==> config.mk <==
export PLATFORM = sky130hd
export DESIGN_NAME = fu_mc_flat
export DESIGN_NICKNAME = d
export VERILOG_FILES = /design/src/rtl/fu_mc_if.sv /design/src/rtl/fu_mc.sv /design/src/flat_wrapper.sv
export SDC_FILE = /design/constraint.sdc
export NUM_CORES = 1
export LEC_CHECK = 0
export BUFFER_PORTS_ARGS = -buffer_cell sky130_fd_sc_hd__buf_2
export CAP_MARGIN = 5
export CORE_ASPECT_RATIO = 2
export CORE_MARGIN = 2
export CORE_UTILIZATION = 30
export DETAILED_ROUTE_END_ITERATION = 8
export PLACE_DENSITY = 0.49
export SETUP_SLACK_MARGIN = 0.5
export SLEW_MARGIN = 5
export SYNTH_ARGS = -nofsm -noshare
export SYNTH_HDL_FRONTEND = slang
export SYNTH_SLANG_ARGS = --single-unit
==> constraint.sdc <==
create_clock -name clk -period 4.2 [get_ports clk]
set_input_delay 0.84 -clock clk [delete_from_list [all_inputs] [get_ports clk]]
set_output_delay 0.84 -clock clk [all_outputs]
set_load 0.05 [all_outputs]
==> src/rtl/fu_mc_if.sv <==
`timescale 1ns/1ps
`default_nettype none
// ============================================================================
// Module   : fu_mc_if
// Purpose  : Request/response bundle between the operand source and fu_mc.
// Revision : 1.0  initial release
// ============================================================================
interface fu_mc_if #(
  parameter int DW = 16
);
  logic          start_in;
  logic [3:0]    fs_in;
  logic [DW-1:0] a_in;
  logic [DW-1:0] b_in;
  logic          ready_out;
  logic          done_out;
  logic [DW-1:0] f_out;
  logic          z_out;
  logic          n_out;
  logic          v_out;

  modport master (
    output start_in, fs_in, a_in, b_in,
    input  ready_out, done_out, f_out, z_out, n_out, v_out
  );

  modport slave (
    input  start_in, fs_in, a_in, b_in,
    output ready_out, done_out, f_out, z_out, n_out, v_out
  );
endinterface
`default_nettype wire

==> src/rtl/fu_mc.sv <==
`timescale 1ns/1ps
`default_nettype none
// ============================================================================
// Module   : fu_mc
// Purpose  : Registered multi-cycle function unit; single-cycle ALU ops and
//            an iterative signed shift-add multiplier with optional saturation.
// Revision : 1.0  initial release
// ============================================================================
module fu_mc #(
  parameter int DW     = 16,
  parameter bit SAT_EN = 1'b1
) (
  input  wire logic clk,
  input  wire logic rst,
  fu_mc_if.slave    bus
);

  localparam int CW = $clog2(DW);

  localparam logic [1:0] IDLE = 2'd0;
  localparam logic [1:0] MUL  = 2'd1;
  localparam logic [1:0] FIN  = 2'd2;

  localparam logic [3:0] OP_MOVA = 4'd0;
  localparam logic [3:0] OP_INC  = 4'd1;
  localparam logic [3:0] OP_ADD  = 4'd2;
  localparam logic [3:0] OP_MUL  = 4'd3;
  localparam logic [3:0] OP_SRA  = 4'd4;
  localparam logic [3:0] OP_SUB  = 4'd5;
  localparam logic [3:0] OP_DEC  = 4'd6;
  localparam logic [3:0] OP_SLA  = 4'd7;
  localparam logic [3:0] OP_AND  = 4'd8;
  localparam logic [3:0] OP_OR   = 4'd9;
  localparam logic [3:0] OP_XOR  = 4'd10;
  localparam logic [3:0] OP_NOT  = 4'd11;
  localparam logic [3:0] OP_MOVB = 4'd12;
  localparam logic [3:0] OP_SHR  = 4'd13;
  localparam logic [3:0] OP_SHL  = 4'd14;
  localparam logic [3:0] OP_CLR  = 4'd15;

  localparam logic [DW-1:0]   ZERO   = '0;
  localparam logic [DW-1:0]   ONE    = {{(DW-1){1'b0}}, 1'b1};
  localparam logic [DW-1:0]   SMAX   = {1'b0, {(DW-1){1'b1}}};
  localparam logic [DW-1:0]   SMIN   = {1'b1, {(DW-1){1'b0}}};
  localparam logic [2*DW-1:0] ZERO2  = '0;
  localparam logic [CW-1:0]   LAST   = CW'(DW - 1);
  localparam logic [CW-1:0]   CNT_ONE = CW'(1);

  logic [1:0]      state;
  logic [1:0]      state_nxt;
  logic            ready;

  logic [DW-1:0]   a;
  logic [DW-1:0]   b;
  logic [3:0]      fs;
  logic            start;

  logic [2*DW-1:0] acc;
  logic [2*DW-1:0] mcand;
  logic [DW-1:0]   mplier;
  logic [CW-1:0]   cnt;
  logic            sign;

  logic [DW-1:0]   f_q;
  logic            z_q;
  logic            n_q;
  logic            v_q;
  logic            done_q;

  logic [DW-1:0]   alu_f;
  logic            alu_v;
  logic [DW-1:0]   a_mag;
  logic [DW-1:0]   b_mag;
  logic [2*DW-1:0] prod;
  logic [DW:0]     prod_hi;
  logic            mul_v;
  logic [DW-1:0]   mul_f;

  assign a     = bus.a_in;
  assign b     = bus.b_in;
  assign fs    = bus.fs_in;
  assign start = bus.start_in;

  // State register
  always_ff @(posedge clk) begin
    if (rst) begin
      state <= IDLE;
    end else begin
      state <= state_nxt;
    end
  end

  // Next-state logic
  always_comb begin
    state_nxt = state;
    case (state)
      IDLE:    if (start && fs == OP_MUL) state_nxt = MUL;
      MUL:     if (cnt == LAST) state_nxt = FIN;
      FIN:     state_nxt = IDLE;
      default: state_nxt = IDLE;
    endcase
  end

  // Output logic
  always_comb begin
    ready         = (state == IDLE);
    bus.ready_out = ready;
    bus.done_out  = done_q;
    bus.f_out     = f_q;
    bus.z_out     = z_q;
    bus.n_out     = n_q;
    bus.v_out     = v_q;
  end

  // Single-cycle ALU, evaluated on the accepting edge
  always_comb begin
    alu_f = ZERO;
    alu_v = 1'b0;
    case (fs)
      OP_MOVA: alu_f = a;
      OP_INC: begin
        alu_f = a + ONE;
        alu_v = ~a[DW-1] & alu_f[DW-1];
      end
      OP_ADD: begin
        alu_f = a + b;
        alu_v = (a[DW-1] == b[DW-1]) && (alu_f[DW-1] != a[DW-1]);
      end
      OP_SRA:  alu_f = $unsigned($signed(b) >>> 1);
      OP_SUB: begin
        alu_f = a - b;
        alu_v = (a[DW-1] != b[DW-1]) && (alu_f[DW-1] != a[DW-1]);
      end
      OP_DEC: begin
        alu_f = a - ONE;
        alu_v = a[DW-1] & ~alu_f[DW-1];
      end
      OP_SLA: begin
        alu_f = b << 1;
        alu_v = b[DW-1] ^ b[DW-2];
      end
      OP_AND:  alu_f = a & b;
      OP_OR:   alu_f = a | b;
      OP_XOR:  alu_f = a ^ b;
      OP_NOT:  alu_f = ~a;
      OP_MOVB: alu_f = b;
      OP_SHR:  alu_f = b >> 1;
      OP_SHL:  alu_f = b << 1;
      OP_CLR:  alu_f = ZERO;
      default: alu_f = ZERO;
    endcase
  end

  // Magnitudes stay DW wide: |-2^(DW-1)| = 2^(DW-1) is representable unsigned
  always_comb begin
    a_mag = a[DW-1] ? (ZERO - a) : a;
    b_mag = b[DW-1] ? (ZERO - b) : b;
  end

  // Product fits in the signed range only if bits [2DW-1:DW-1] agree
  always_comb begin
    prod    = sign ? (ZERO2 - acc) : acc;
    prod_hi = prod[2*DW-1:DW-1];
    mul_v   = ~((&prod_hi) | ~(|prod_hi));
    if (SAT_EN && mul_v) begin
      mul_f = prod[2*DW-1] ? SMIN : SMAX;
    end else begin
      mul_f = prod[DW-1:0];
    end
  end

  // Datapath and result registers
  always_ff @(posedge clk) begin
    if (rst) begin
      acc    <= ZERO2;
      mcand  <= ZERO2;
      mplier <= ZERO;
      cnt    <= '0;
      sign   <= 1'b0;
      f_q    <= ZERO;
      z_q    <= 1'b0;
      n_q    <= 1'b0;
      v_q    <= 1'b0;
      done_q <= 1'b0;
    end else begin
      done_q <= 1'b0;
      case (state)
        IDLE: begin
          if (start) begin
            if (fs == OP_MUL) begin
              mcand  <= {ZERO, a_mag};
              mplier <= b_mag;
              acc    <= ZERO2;
              cnt    <= '0;
              sign   <= a[DW-1] ^ b[DW-1];
            end else begin
              f_q    <= alu_f;
              z_q    <= (alu_f == ZERO);
              n_q    <= alu_f[DW-1];
              v_q    <= alu_v;
              done_q <= 1'b1;
            end
          end
        end
        MUL: begin
          if (mplier[0]) begin
            acc <= acc + mcand;
          end
          mcand  <= mcand << 1;
          mplier <= mplier >> 1;
          cnt    <= cnt + CNT_ONE;
        end
        FIN: begin
          f_q    <= mul_f;
          z_q    <= (mul_f == ZERO);
          n_q    <= mul_f[DW-1];
          v_q    <= mul_v;
          done_q <= 1'b1;
        end
        default: ;
      endcase
    end
  end

endmodule
`default_nettype wire

==> src/flat_wrapper.sv <==
// flat-port wrapper written by rule: the top's interface ports become plain ports
module fu_mc_flat 
#(
  parameter int DW     = 16,
  parameter bit SAT_EN = 1'b1
)
  (clk, rst, bus_start_in, bus_fs_in, bus_a_in, bus_b_in, bus_ready_out, bus_done_out, bus_f_out, bus_z_out, bus_n_out, bus_v_out);
  fu_mc_if #(.DW(DW)) bus_i ();
  input  wire logic clk;
  input  wire logic rst;
  input wire logic [$bits(bus_i.start_in)-1:0] bus_start_in;
  input wire logic [$bits(bus_i.fs_in)-1:0] bus_fs_in;
  input wire logic [$bits(bus_i.a_in)-1:0] bus_a_in;
  input wire logic [$bits(bus_i.b_in)-1:0] bus_b_in;
  output wire logic [$bits(bus_i.ready_out)-1:0] bus_ready_out;
  output wire logic [$bits(bus_i.done_out)-1:0] bus_done_out;
  output wire logic [$bits(bus_i.f_out)-1:0] bus_f_out;
  output wire logic [$bits(bus_i.z_out)-1:0] bus_z_out;
  output wire logic [$bits(bus_i.n_out)-1:0] bus_n_out;
  output wire logic [$bits(bus_i.v_out)-1:0] bus_v_out;
  assign bus_i.start_in = bus_start_in;
  assign bus_i.fs_in = bus_fs_in;
  assign bus_i.a_in = bus_a_in;
  assign bus_i.b_in = bus_b_in;
  assign bus_ready_out = bus_i.ready_out;
  assign bus_done_out = bus_i.done_out;
  assign bus_f_out = bus_i.f_out;
  assign bus_z_out = bus_i.z_out;
  assign bus_n_out = bus_i.n_out;
  assign bus_v_out = bus_i.v_out;
  fu_mc #(.DW(DW), .SAT_EN(SAT_EN)) u_core (.clk(clk), .rst(rst), .bus(bus_i));
endmodule
After elaboration in Yosys (flattened, before gate mapping)

Cells that the tools add are included.

Input bits: 39
Register bits after elaboration: 107
Output and inout bits: 21
Logic and storage cells: 115

Bitwise gates (word level): 13
Reduce and logical (&&, ||, !) cells: 17
Add/subtract/negate cells: 9
Multiplexer cells: 38
Equality and inequality tests: 27

Operators with widths:

| cell                                                 | count |
|---|---|
| one-hot mux 16 bit (13 select lines)                 | 1 |
| two-way mux 32 bit                                   | 6 |
| two-way mux 16 bit                                   | 8 |
| one-hot mux 32 bit (2 select lines)                  | 2 |
| one-hot mux 16 bit (2 select lines)                  | 2 |
| adder 32 bit                                         | 1 |
| equality test 4 bit (second input constant)          | 8 |
| zero test 16 bit                                     | 2 |
| subtractor 1 x 16 -> 16 bit (first input constant)   | 2 |
| subtractor 1 x 32 -> 32 bit (first input constant)   | 1 |
| AND reduction 17 bit                                 | 1 |
| OR reduction 17 bit                                  | 1 |
| adder 16 x 1 -> 16 bit (second input constant)       | 1 |
| adder 16 bit                                         | 1 |
| bitwise AND 16 bit                                   | 1 |
| equality test 4 x 3 -> 1 bit (second input constant) | 4 |
| inverter 16 bit                                      | 1 |
| OR 16 bit                                            | 1 |
| subtractor 16 x 1 -> 16 bit (second input constant)  | 1 |
| subtractor 16 bit                                    | 1 |
| bitwise XOR 16 bit                                   | 1 |
| AND reduction 3 bit                                  | 3 |
| equality test 4 x 2 -> 1 bit (second input constant) | 2 |
| two-way mux 1 bit                                    | 8 |
| other kinds (25)                                     | 44 |

Depth between registers and ports, before layout

Gate-level depths: netlist of run 1.

Word-level depth: 8
Depth in mapped cells: 15
Depth with buffers taken out: 14

Worst setup path before layout of run 1

No wires, ideal clock.

Path kind: input to register
Start: input port bus_a_in[2]
End: register u_core.f_q[15] (netlist: u_core.bus.f_out[15])
Library setup time: 128 ps
Stages: 15
Buffers on the path: 1
Setup slack: 146 ps
Required time: 4072 ps
Data arrival time: 3927 ps
Path through: clkbuf_1 -> or3_1 -> nor4_1 -> nand4_1 -> nor3_1 -> ha_1 -> mux2_2 -> and3_1 -> a211oi_1 -> nand2_1 -> nor3_1 -> a211oi_1 -> a211oi_1 -> o21a_1 -> nor2_1

Word-level cells in the longest chain between the ends: 5
Elaborated cells on any way between the ends: 8
Classes of those cells: 4 x add/sub; 4 x mux

RTL lines:

| element                                             | RTL line           | text |
|---|---|---|
| start, declared                                     | flat_wrapper.sv:13 | `input wire logic [$bits(bus_i.a_in)-1:0] bus_a_in;` |
| subtractor 16 x 1 -> 16 bit (tied with other cells) | fu_mc.sv:135       | `alu_f = a - ONE;` |
| one-hot mux 16 bit (13 select lines) (*)            | fu_mc.sv:119       | `case (fs)` |
| two-way mux 16 bit (*)                              | fu_mc.sv:190       | `if (fs == OP_MUL) begin` |
| two-way mux 16 bit (*)                              | fu_mc.sv:189       | `if (start) begin` |
| one-hot mux 16 bit (2 select lines) (*)             | fu_mc.sv:187       | `case (state)` |
| end signal, assigned                                | fu_mc.sv:197       | `f_q <= alu_f;` |
| end signal, assigned                                | fu_mc.sv:214       | `f_q <= mul_f;` |
| end, declared                                       | fu_mc.sv:64        | `logic [DW-1:0] f_q;` |

Mark *: on every way between the ends. The rest lies on a longest branch, timed or not. The select of a mux whose other input is x is not followed.
A chain may end at the register's enable or synchronous reset.

Final worst setup path of run 1

Start: input port bus_b_in[5]
End: register u_core.z_q (netlist: u_core.bus.z_out)

Word-level cells in the longest chain between the ends: 6
Elaborated cells on any way between the ends: 10
Classes of those cells: 2 x add/sub; 4 x mux; 3 x bitwise; 1 x reduce/logical

RTL lines:

| element                                   | RTL line           | text |
|---|---|---|
| start, declared                           | flat_wrapper.sv:14 | `input wire logic [$bits(bus_i.b_in)-1:0] bus_b_in;` |
| subtractor 16 bit (tied with other cells) | fu_mc.sv:131       | `alu_f = a - b;` |
| one-hot mux 16 bit (13 select lines) (*)  | fu_mc.sv:119       |  |
| zero test 16 bit (*)                      | fu_mc.sv:198       | `z_q <= (alu_f == ZERO);` |
| two-way mux 1 bit (*)                     | fu_mc.sv:190       |  |
| two-way mux 1 bit (*)                     | fu_mc.sv:189       |  |
| one-hot mux 1 bit (2 select lines) (*)    | fu_mc.sv:187       |  |
| end signal, assigned                      | fu_mc.sv:198       |  |
| end signal, assigned                      | fu_mc.sv:215       | `z_q <= (mul_f == ZERO);` |
| end, declared                             | fu_mc.sv:65        | `logic z_q;` |

Marked as above.

==> out/results.txt, run 1 <==
Relative slew slack: 18.33%
Final instance count without filler cells: 2176
Final WL: 46290 µm
H-tree depth: 3
RePlAce Congestion: 1.030
Fillers: 4181
RR Endpoint: u_core.bus.f_out[5]$_SDFFE_PP0P_
Syn nets: 1724
CP Capture Point: u_core.bus.z_out$_SDFFE_PP0P_
Pre-Repair DR Iteration Count: 6
CTS tree: built
Multiplexer area fraction after synthesis: 1.972%
Port Buf Inserts: 59
Slew @ Worst Pin: 1.208 ns
Initial core utilization: 30.22%
Combinational share of power: 32.7%
Fraction of layout cells with a size suffix above 1: 16.85%
R2R Setup Slk: 0.74 ns
Worst setup path category: in -> reg
Min-Delay Path Class: reg -> reg
Sequential share of power: 35.8%
CP peak stage delay: 0.52 ns
Die area: 40380 µm²
Synth Area in Adders: 10.00%
Num rows: 102
Outcome: finished clean
Detailed Place HPWL: 36340 µm
Chip Width: 143.1 µm
Worst path most repeated cell: a2111oi_4
Int Pwr: 1.850 mW
Yosys Warn Count: 0
Fmax: 269.7 MHz
Overall Global Routing Usage: 22.75%
Reg-to-Reg Start: u_core.acc[13]$_SDFFE_PP0P_
Clk slew on worst S/H paths: 0.08 ns
Synth area leader: dfxtp_1
Synth unique cells: 95
Cells along the critical path: buf_2 -> inv_1 -> ha_1 -> nor3b_1 -> or4_1 -> a2111oi_4 -> o41ai_4 -> a21o_1 -> a211o_1 -> a2111oi_4 -> buf_4 -> nand4b_1 -> o21ai_1
Wirelength per Cell: 21.27 µm
Mapped cell area: 11610 µm²
Worst setup path startpoint: bus_b_in[5]
Most used standard cell by instance count after synthesis: nand2_1
Syn avg cell area: 7.283 µm²
#FFs+latches synth: 106
Slowest-stage cell, CP: or4_1
NetSw: 1.054 mW
Combinational family with the most area after synthesis: compound AO/OA/AOI/OAI gates
Ys async rst share: 0%
Total CTS buffers: 9
Max cap viols: 0
Clock Latency Late Sink: 0.37 ns
Vias in the first global route: 11.81k
Compound-Gate Fraction of Synth Area: 30.35%
Via/cell ratio: 5.791
First-pass GRT wire length: 71420 µm
Power Dens Cells: 215.1 nW/µm²
Area delta synth->final: 16.29%
Final Core Density: 35.15%
Seq/Total Area, Yosys: 18.28%
Static leakage: 5.467 nW
Synth cell count leaders: 171 x nand2_1, 112 x nor2_1, 106 x a21oi_1, 106 x dfxtp_1, 104 x clkbuf_1
Slew Viols, Final: 0
Total grt overflow: 0
Final TNS setup: 0 ns
Worst vdd ir: 0.2098 mV
Synth Instances: 1594
Crit path max fanout: 6
Sinks on Clock Net: 106
Share of the synthesized area in the top cell type: 18.28%
Placed inst area: 12980 µm²
Vias: 12.60k
Core Region: 38410 µm²
Synth area leaders: dfxtp_1 18%, ha_1 9.5%, nand2_1 5.5%, xnor2_1 4.6%, a21oi_1 4.6%
Post-synth EDFFs: 0
Fin area: 13500 µm²
Post-Synth XOR/XNOR Area: 6.865%
I/O Pins: 60
Residual DRC: 0
Worst setup EP type: register
Antenna Cells: 0
Clock skew: 0.009697 ns
Simple-gate area share of the yosys netlist: 26.08%
Final Hold Fails: 0
Die span in y: 282.2 µm
Largest net degree at the start of global routing: 45
Final Critical Period: 3.707 ns
Hold-fix buffers at CTS: 0
Clock share of power: 31.4%
Worst R2R Path Depth: 10
DRT iter0 DRCs: 1096
Final setup fails: 0
Placed Cells: 2157
Antenna violations before repair: 0
Nets: 1781
Root Driver: clkbuf_16
Final worst-path cycle share: 88.27%
Switching Fraction: 36.28%
Type of origin of the critical path: input port
Final ANT Viol Nets: 0
Clock buffer depth: 2
Critical Path RT: 4.52 ns
Synth Flop Type: dfxtp_1
Crit path DAT: 4.02 ns
Unrepaired setup endpoints after global routing: true
worst max-delay path, delay by kind of cell:
family | cells | cell delay, ns
simple gates | 3 | 0.77
compound gates | 6 | 1.54
fa+ha+maj | 1 | 0.35
buf+inv | 3 | 0.51
registers in the layout, indices dropped and copies added, names as in the netlist:
register / cells
u_core.bus.z_out: 1
u_core.mcand: 32
u_core.bus.v_out: 1
u_core.mplier: 16
u_core.acc: 32
u_core.sign: 1
u_core.bus.done_out: 1
u_core.state: 2
u_core.cnt: 4
u_core.bus.f_out: 16
cells by family (layout without fill, tap and decap cells):
family	after synthesis	in the layout
multiplexers	21	21
XOR/XNOR	91	91
AND/OR/NAND/NOR	598	598
adder cells (fa/ha/maj)	91	91
buffers and inverters	190	252
AO/OA/AOI/OAI	497	497
flip-flops	106	106
timing repair:
action | in CTS | in global routing
setup endpoints to repair | 1 | 12
gates resized for setup | 2 | 36
cloned | 0 | 0
hold endpoints to repair | 0 | 0
setup buffers | 2 | 1
pin swaps | 1 | 14
per-stage QoR:
step | total power [mW] | hold WS (ns) | worst slack [ns]
floorplan | 1.619 | 0.4275 | 0.4785
global placement | 1.967 | 0.4522 | 0.07827
detailed placement | 1.961 | 0.4614 | 0.02863
CTS | 2.891 | 0.4748 | 0.5226
global route | 3.021 | 0.4898 | 0.3779
finish | 2.904 | 0.4712 | 0.4927
power by group through the flow:
stage / logic, mW / registers [mW] / clock network (mW)
6_report: 0.950 / 1.04 / 0.913
5_1_grt: 1.01 / 1.04 / 0.971
4_1_cts: 0.906 / 1.04 / 0.944
3_5_place_dp: 0.896 / 1.06 / 0
3_3_place_gp: 0.903 / 1.06 / 0
2_1_floorplan: 0.505 / 1.11 / 0
layout make-up:
class / count / area, µm² / share of cell area (%)
clock buffer: 10 / 239.0 / 1.770
sequential: 106 / 2122 / 15.72
tap: 520 / 650.6 / 4.819
multi-input combinational: 1298 / 9005 / 66.69
timing repair buffer: 174 / 1176 / 8.711
clock inverter: 6 / 76.32 / 0.5653
inverter: 62 / 232.7 / 1.724
worst min-delay path by stage:
stage / start / endpoint / slack [ns] / cells after the start
after floorplan: u_core.mplier[2]$_SDFFE_PP0P_ / u_core.mplier[1]$_SDFFE_PP0P_ / 0.43 / 2
after global placement: u_core.bus.f_out[1]$_SDFFE_PP0P_ / u_core.bus.f_out[1]$_SDFFE_PP0P_ / 0.45 / 2
after detailed placement: u_core.bus.f_out[9]$_SDFFE_PP0P_ / u_core.bus.f_out[9]$_SDFFE_PP0P_ / 0.46 / 2
after CTS: u_core.mplier[2]$_SDFFE_PP0P_ / u_core.mplier[1]$_SDFFE_PP0P_ / 0.47 / 2
after global routing: u_core.bus.f_out[12]$_SDFFE_PP0P_ / u_core.bus.f_out[12]$_SDFFE_PP0P_ / 0.49 / 1
final: u_core.mplier[2]$_SDFFE_PP0P_ / u_core.mplier[1]$_SDFFE_PP0P_ / 0.47 / 2
routing by layer:
metal / part of all wire [%] / vias to the layer above / track usage [%] / wire [µm]
met5: 0 / - / 0 / 0
met2: 44 / 485 / 35.43 / 20550
met4: 2.7 / 0 / 6.905 / 1243
met1: 47 / 6012 / 32.46 / 21570
li1: - / 6041 / - / -
met3: 6.3 / 64 / 3.013 / 2931
layout by cell type, fill, tap and decap left out, types with 14 or more instances in the layout:
cell and count:
a211oi_1 15, o21ai_0 64, nand4_1 23, inv_1 61, buf_4 115, nor4_1 14
nand2_1 171, dfxtp_1 106, a21o_1 21, a31oi_1 33, nor3_1 50, buf_2 55
nand2b_1 19, nand3_1 77, nor2b_1 19, mux2i_1 15, ha_1 88, xor2_1 30
and3_1 18, o31ai_1 20, a21oi_1 106, o22ai_1 17, a22oi_1 24, xnor2_1 61
o211ai_1 14, nor2_1 110
Power figures use the tool's default switching activity.
==> run 2, diff against run 1 <==
--- a/config.mk
+++ b/config.mk
@@ -5,14 +5,14 @@
 export SDC_FILE = /design/constraint.sdc
 export NUM_CORES = 1
 export LEC_CHECK = 0
+export ABC_AREA = 1
 export BUFFER_PORTS_ARGS = -buffer_cell sky130_fd_sc_hd__buf_2
 export CAP_MARGIN = 5
 export CORE_ASPECT_RATIO = 2
 export CORE_MARGIN = 2
 export CORE_UTILIZATION = 30
 export DETAILED_ROUTE_END_ITERATION = 8
-export PLACE_DENSITY = 0.49
-export SETUP_SLACK_MARGIN = 0.5
+export PLACE_DENSITY = 0.5
 export SLEW_MARGIN = 5
 export SYNTH_ARGS = -nofsm -noshare
 export SYNTH_HDL_FRONTEND = slang
==> run 2 against run 1 <==
  * Die area shrank 6.5%
  * Wire length grew 9.8%
  * Worst setup slack gained 0.19 ns
  * First-iteration DRC count shrank 36%
  * Synthesized cell count grew 12%
  * Highest routed layer unchanged
==> out/results.txt, run 2 <==
Clock Latency Late Sink: 0.38 ns (about the same)
Port Buf Inserts: 59 (unchanged)
Most used cells in the layout excluding fill and tap cells: 423 x nand2_1, 203 x a21oi_1, 178 x nor2_1
Combinational family with the most area after synthesis: simple AND/OR/NAND/NOR gates
Crit path DAT: 3.85 ns (-0.17 ns)
Die span in y: 272.8 µm (-3.3%)
Crit path max fanout: 8 (+2)
Unrepaired setup endpoints after global routing: false
Overall Global Routing Usage: 26.12% (+3.4 points)
Most used standard cell by instance count after synthesis: nand2_1
Largest net degree at the start of global routing: 80 (+78%)
Detailed Place HPWL: 41500 µm (+14%)
Synth area leader: dfxtp_1
Static leakage: 5.547 nW (+1.5%)
Synth Area in Adders: 10.71% (+0.71 points)
Fillers: 3954 (-5.4%)
Cts repair resizes: 0 (-2)
#FFs+latches synth: 106 (unchanged)
Clk slew on worst S/H paths: 0.09 ns (about the same)
Seq/Total Area, Yosys: 19.58% (+1.3 points)
Post-synth EDFFs: 0 (unchanged)
Die area: 37760 µm² (-6.5%)
RR Endpoint: u_core.acc[21]$_SDFFE_PP0P_
Worst path most repeated cell: nand2_1
Combinational share of power: 29.0% (-3.7 points)
Sinks on Clock Net: 106 (unchanged)
NetSw: 1.076 mW (+2.1%)
Switching Fraction: 39.18% (+2.9 points)
Final setup fails: 0 (unchanged)
First-pass GRT wire length: 74820 µm (+4.8%)
Via/cell ratio: 5.592 (-3.4%)
Reg-to-Reg Start: u_core.acc[2]$_SDFFE_PP0P_
Clock share of power: 32.7% (+1.3 points)
Worst setup path category: in -> reg
Antenna Cells: 0 (unchanged)
Antenna violations before repair: 0 (unchanged)
Relative slew slack: 36.06% (+18 points)
Buffer count from post-CTS setup fixing: 0 (-2)
Sequential share of power: 38.3% (+2.5 points)
Total CTS buffers: 9 (unchanged)
CTS tree: built
Int Pwr: 1.669 mW (-9.8%)
Min-Delay Path Class: reg -> reg
Wirelength per Cell: 22.21 µm (+4.4%)
PnR worst setup slack: 0.6821 ns (+0.1894 ns)
Area delta synth->final: 11.36%
Slowest-stage cell, CP: ha_1
Final TNS setup: 0 ns (unchanged)
Cells along the critical path: buf_2 -> clkinv_1 -> ha_1 -> a21oi_1 -> inv_1 -> a21oi_1 -> inv_1 -> a21oi_1 -> nand2_1 -> nand2_1 -> nand2_1 -> nor2_1 -> nand2_1 -> nor2_1 -> nand2_1 -> nor2_1 -> nand3_1 -> nand3_1 -> nand2_1 -> inv_1
DRT iter0 DRCs: 704 (-36%)
Final worst-path cycle share: 83.76% (-4.5 points)
Syn avg cell area: 6.078 µm² (-17%)
Total grt overflow: 0 (unchanged)
Residual DRC: 0 (unchanged)
CP peak stage delay: 0.49 ns (-0.03 ns)
Synth cell count leaders: 423 x nand2_1, 203 x a21oi_1, 180 x nor2_1
Worst vdd ir: 0.1575 mV (-25%)
Core Region: 35680 µm² (-7.1%)
Worst hold stages: 2 (unchanged)
Synth unique cells: 51 (-46%)
Ys async rst share: 0% (unchanged)
Mapped cell area: 10840 µm² (-6.6%)
Type of origin of the critical path: input port
Slew Viols, Final: 0 (unchanged)
Num rows: 98 (-3.9%)
H-tree depth: 3 (unchanged)
Worst R2R Path Depth: 12 (+2)
Critical Path RT: 4.53 ns (about the same)
Syn nets: 1913 (+11%)
Vias: 12.81k (+1.6%)
WHS Endpoint: u_core.bus.f_out[12]$_SDFFE_PP0P_
Hold-fix buffers at CTS: 0 (unchanged)
Fmax: 284.3 MHz (+5.4%)
Compound-Gate Fraction of Synth Area: 25.48% (-4.9 points)
Initial core utilization: 30.37% (+0.15 points)
Clock skew: 0.01623 ns (+0.006528 ns)
Yosys Warn Count: 0 (unchanged)
Final WL: 50850 µm (+9.8%)
Chip Width: 138.4 µm (-3.3%)
Fraction of layout cells with a size suffix above 1: 8.750% (-8.1 points)
Clock buffer depth: 2 (unchanged)
Pre-CTS setup slack: 0.3857 ns (+0.3571 ns)
Most common cell after layout, fill and taps aside: nand2_1
Multiplexer area fraction after synthesis: 0% (-2.0 points)
Nets: 1965 (+10%)
Synth Instances: 1783 (+12%)
R2R Setup Slk: 1.04 ns (+0.30 ns)
Vias in the first global route: 12.84k (+8.7%)
Pre-Repair DR Iteration Count: 5 (-1)
Root Driver: clkbuf_16
Hold_ws: 0.4683 ns (-0.002898 ns)
Synth area leaders: dfxtp_1 20%, nand2_1 15%, ha_1 10%, a21oi_1 9.4%, nor2_1 6.2%
Synth Flop Type: dfxtp_1
Max cap viols: 0 (unchanged)
I/O Pins: 60 (unchanged)
Final Hold Fails: 0 (unchanged)
Hold Startpoint: u_core.bus.f_out[12]$_SDFFE_PP0P_
Slew @ Worst Pin: 0.9556 ns (-0.2521 ns)
Post-Synth XOR/XNOR Area: 3.960% (-2.9 points)
RePlAce Congestion: 1.059 (+2.8%)
Regs by FF count: u_core.acc (32), u_core.mcand (32)
Final Power: 2.745 mW (-5.5%)
Share of the synthesized area in the top cell type: 19.58% (+1.3 points)
Power Dens Cells: 227.4 nW/µm² (+5.7%)
Outcome: finished clean
Final Critical Period: 3.518 ns (-0.1894 ns)
Worst setup EP type: register
Simple-gate area share of the yosys netlist: 31.21% (+5.1 points)
Final ANT Viol Nets: 0 (unchanged)
==> run 2: routing by layer <==
metal | global-route usage [%] | wire length, µm
met1 | 20.87 | 15190
met2 | 52.21 | 27680
met3 | 2.401 | 1786
met4 | 27.31 | 6195
met5 | 0 | 0
==> run 2: area by class of cell <==
type                    count  area [µm²]  share of cell area [%]
clock buffers               9       225.2                   1.866
repair buffers            106       648.1                   5.370
clock inverters             7       76.32                  0.6324
inverters                 184       690.7                   5.723
well taps                 450       563.0                   4.665
flip-flops and latches    106        2122                   17.58
multi-input cells        1428        7744                   64.16
==> run 2: logic make-up (layout without fill, tap and decap cells) <==
logic type / count (synthesis) / count (layout)
compound gates: 483 / 483
xor+xnor: 49 / 49
fa+ha+maj: 91 / 91
flops: 106 / 106
buf+inv: 249 / 306
simple gates: 805 / 805
==> run 2: worst max-delay path by stage <==
stage / start / endpoint
floorplan: bus_a_in[9] / u_core.bus.z_out$_SDFFE_PP0P_
global placement: bus_a_in[8] / u_core.bus.z_out$_SDFFE_PP0P_
detailed placement: bus_a_in[8] / u_core.bus.z_out$_SDFFE_PP0P_
CTS: bus_a_in[8] / u_core.bus.z_out$_SDFFE_PP0P_
global route: bus_a_in[8] / u_core.bus.z_out$_SDFFE_PP0P_
finish: bus_a_in[8] / u_core.bus.z_out$_SDFFE_PP0P_
==> run 2: per-stage QoR <==
step           instances  util (%)  cell area [µm²]
6_report            2290     33.82            12070
5_1_grt             2290     33.82            12070
4_1_cts             2290     33.82            12070
3_5_place_dp        2274     32.98            11770
3_3_place_gp        2274     32.98            11770
2_1_floorplan       1783         -            10840
==> run 2: power by group through the flow <==
stage | clock network [mW] | logic [mW] | registers [mW]
after floorplan | 0 | 0.423 | 1.12
after global placement | 0 | 0.779 | 1.07
after CTS | 0.920 | 0.777 | 1.05
final | 0.898 | 0.797 | 1.05
after global routing | 0.944 | 0.850 | 1.05
after detailed placement | 0 | 0.774 | 1.07
==> run 2: worst max-delay path, delay by kind of cell <==
kind	cells	cell delay (ns)
and+or+nand+nor	11	0.94
AOI/OAI and AO/OA	3	0.89
buffers and inverters	5	0.68
adders and majority gates	1	0.49
==> run 3, diff against run 2 <==
--- a/config.mk
+++ b/config.mk
@@ -12,7 +12,7 @@
 export CORE_MARGIN = 2
 export CORE_UTILIZATION = 30
 export DETAILED_ROUTE_END_ITERATION = 8
-export PLACE_DENSITY = 0.5
+export PLACE_DENSITY = 0.48
 export SLEW_MARGIN = 5
 export SYNTH_ARGS = -nofsm -noshare
 export SYNTH_HDL_FRONTEND = slang
==> constraint.sdc (replaced) <==
create_clock -name clk -period 3.4 [get_ports clk]
set_input_delay 0.68 -clock clk [delete_from_list [all_inputs] [get_ports clk]]
set_output_delay 0.68 -clock clk [all_outputs]
set_load 0.05 [all_outputs]
==> run 3 against run 2 <==
  * Critical path depth up 2
  * First-iteration DRC count up 5.0%
  * Final area up 9.8%
  * Non-clock buffer count up 150
  * Global-route usage up 1.9 points
==> out/results.txt, run 3 (same netlist as run 2, synthesis figures left out) <==
Outcome: finished clean
Cells along the critical path: buf_2 -> inv_1 -> ha_1 -> inv_1 -> buf_4 -> nand2_1 -> nor2_1 -> nand4_1 -> nand3_1 -> buf_4 -> nand2_1 -> nand2_1 -> a21oi_1 -> o21ai_0 -> nand3_1 -> nor2_1 -> nand2_1 -> nor2_1 -> nand3_1 -> nand3_1 -> nand2_1 -> inv_1
Clock buffer depth: 2 (unchanged)
Reg-to-Reg Start: u_core.mcand[0]$_SDFFE_PP0P_
RR Endpoint: u_core.acc[30]$_SDFFE_PP0P_
Vias: 13.08k (+2.1%)
Final instance count without filler cells: 2440 (+6.6%)
CTS tree: built
Regs by FF count: u_core.acc (32), u_core.mcand (32)
Hold-fix buffers at CTS: 0 (unchanged)
Sinks on Clock Net: 106 (unchanged)
Multi-input gate area: 7744 µm² (unchanged)
R2R Setup Slk: 0.43 ns (-0.61 ns)
Antenna violations before repair: 0 (unchanged)
Initial core utilization: 30.37% (unchanged)
Vias in the first global route: 13.35k (+3.9%)
Final Hold Fails: 0 (unchanged)
CP peak stage delay: 0.35 ns (-0.14 ns)
Worst path most repeated cell: nand2_1
DRT iter0 DRCs: 739 (+5.0%)
Crit path DAT: 3.44 ns (-0.41 ns)
Port Buf Inserts: 59 (unchanged)
Via/cell ratio: 5.361 (-4.1%)
Relative slew slack: 41.93% (+5.9 points)
First-pass GRT wire length: 79890 µm (+6.8%)
Die span in y: 272.8 µm (unchanged)
Hold Startpoint: u_core.mplier[4]$_SDFFE_PP0P_
Final ANT Viol Nets: 0 (unchanged)
Final worst-path cycle share: 91.70%
Final setup fails: 0 (unchanged)
Slowest-stage cell, CP: ha_1
H-tree depth: 3 (unchanged)
Clock skew: 0.01262 ns (-0.003603 ns)
Max cap viols: 0 (unchanged)
Detailed Place HPWL: 44850 µm (+8.1%)
Chip Width: 138.4 µm (unchanged)
Area delta synth->final: 22.30%
Worst hold stages: 2 (unchanged)
Clk slew on worst S/H paths: 0.09 ns (about the same)
Die area: 37760 µm² (unchanged)
Root Driver: clkbuf_16
Largest net degree at the start of global routing: 76 (-5.0%)
Critical Path RT: 3.72 ns (-0.81 ns)
Slew Viols, Final: 0 (unchanged)
Static leakage: 6.296 nW (+14%)
Final TNS setup: 0 ns (unchanged)
WHS Endpoint: u_core.mplier[4]$_SDFFE_PP0P_
Pre-Repair DR Iteration Count: 5 (unchanged)
RePlAce Congestion: 0.9814 (-7.3%)
Worst vdd ir: 0.2318 mV (+47%)
Type of origin of the critical path: input port
Worst setup EP type: register
Min-Delay Path Class: reg -> reg
Nets: 2115 (+7.6%)
Most used cells in the layout excluding fill and tap cells: 423 x nand2_1, 203 x a21oi_1, 194 x buf_4
Unrepaired setup endpoints after global routing: false
Clock Latency Late Sink: 0.38 ns (about the same)
Fraction of layout cells with a size suffix above 1: 15.63% (+6.9 points)
Final Critical Period: 3.118 ns
Reg area: 2122 µm² (unchanged)
Residual DRC: 0 (unchanged)
Num rows: 98 (unchanged)
Crit path max fanout: 6 (-2)
Overall Global Routing Usage: 27.99% (+1.9 points)
Most common cell after layout, fill and taps aside: nand2_1
Fmax: 320.8 MHz
Antenna Cells: 0 (unchanged)
Cts repair resizes: 0 (unchanged)
I/O Pins: 60 (unchanged)
Worst setup path category: in -> reg
Placed Cells: 2424 (+6.6%)
Power Dens Cells: 273.3 nW/µm² (+20%)
Final Power: 3.622 mW (+32%)
Worst R2R Path Depth: 19 (+7)
Total CTS buffers: 9 (unchanged)
Final WL: 53490 µm (+5.2%)
Buffer count from post-CTS setup fixing: 0 (unchanged)
Wirelength per Cell: 21.92 µm (-1.3%)
Total grt overflow: 0 (unchanged)
Slew @ Worst Pin: 0.8711 ns (-0.08448 ns)
Core Region: 35680 µm² (unchanged)
Fillers: 3995 (+1.0%)
-- run 3: cell count changes in the layout (fill, tap and decap cells not counted), sizes merged --
| cell | change |
|---|---|
| inv | -1 |
| clkinv | +1 |
| buf | +150 |
-- run 3: power breakdown --
part | switching, mW | internal (mW)
logic | 0.767 | 0.411
clock network | 0.604 | 0.543
registers | 0.0267 | 1.27
-- run 3: per-layer routing --
metal | part of all wire (%) | routed length [µm] | global-route usage [%] | vias up
met2 | 56 | 29900 | 57.48 | 401
met5 | 0 | 0 | 0 | -
met4 | 10 | 5616 | 24.41 | 0
li1 | - | - | - | 6444
met1 | 31 | 16520 | 22.99 | 6035
met3 | 2.7 | 1454 | 2.646 | 200
-- run 3: critical path: cells and delay by family --
kind / cells / cell delay [ns]
adder cells (fa/ha/maj): 1 / 0.35
AO/OA/AOI/OAI: 2 / 0.19
buffers and inverters: 6 / 0.71
AND/OR/NAND/NOR: 13 / 1.50
-- run 3: cell type report --
type                    instances  share of cell area [%]
clock inverters                 7                  0.7457
clock buffers                   9                   1.699
well taps                     450                   4.248
flip-flops and latches        106                   16.01
multi-input cells            1428                   58.42
inverters                     184                   5.210
repair buffers                256                   13.67
-- run 3: worst max-delay path by stage --
stage | start | endpoint | depth (start not counted)
global route | bus_a_in[0] | u_core.bus.z_out$_SDFFE_PP0P_ | 21
CTS | bus_a_in[6] | u_core.bus.z_out$_SDFFE_PP0P_ | 22
detailed placement | bus_a_in[6] | u_core.bus.z_out$_SDFFE_PP0P_ | 22
global placement | bus_a_in[6] | u_core.bus.z_out$_SDFFE_PP0P_ | 22
finish | bus_a_in[6] | u_core.bus.z_out$_SDFFE_PP0P_ | 22
floorplan | bus_a_in[9] | u_core.bus.z_out$_SDFFE_PP0P_ | 21
-- run 3: per-stage QoR --
step | instance area [µm²] | hold slack (ns) | utilization, % | setup WS, ns
global placement | 12930 | 0.4524 | 36.24 | -0.1335
floorplan | 10840 | 0.4422 | - | 0.5740
global route | 13260 | 0.4889 | 37.15 | 0.07897
CTS | 13260 | 0.4713 | 37.15 | 0.3146
finish | 13260 | 0.4692 | 37.15 | 0.2823
detailed placement | 12930 | 0.4577 | 36.24 | -0.06848
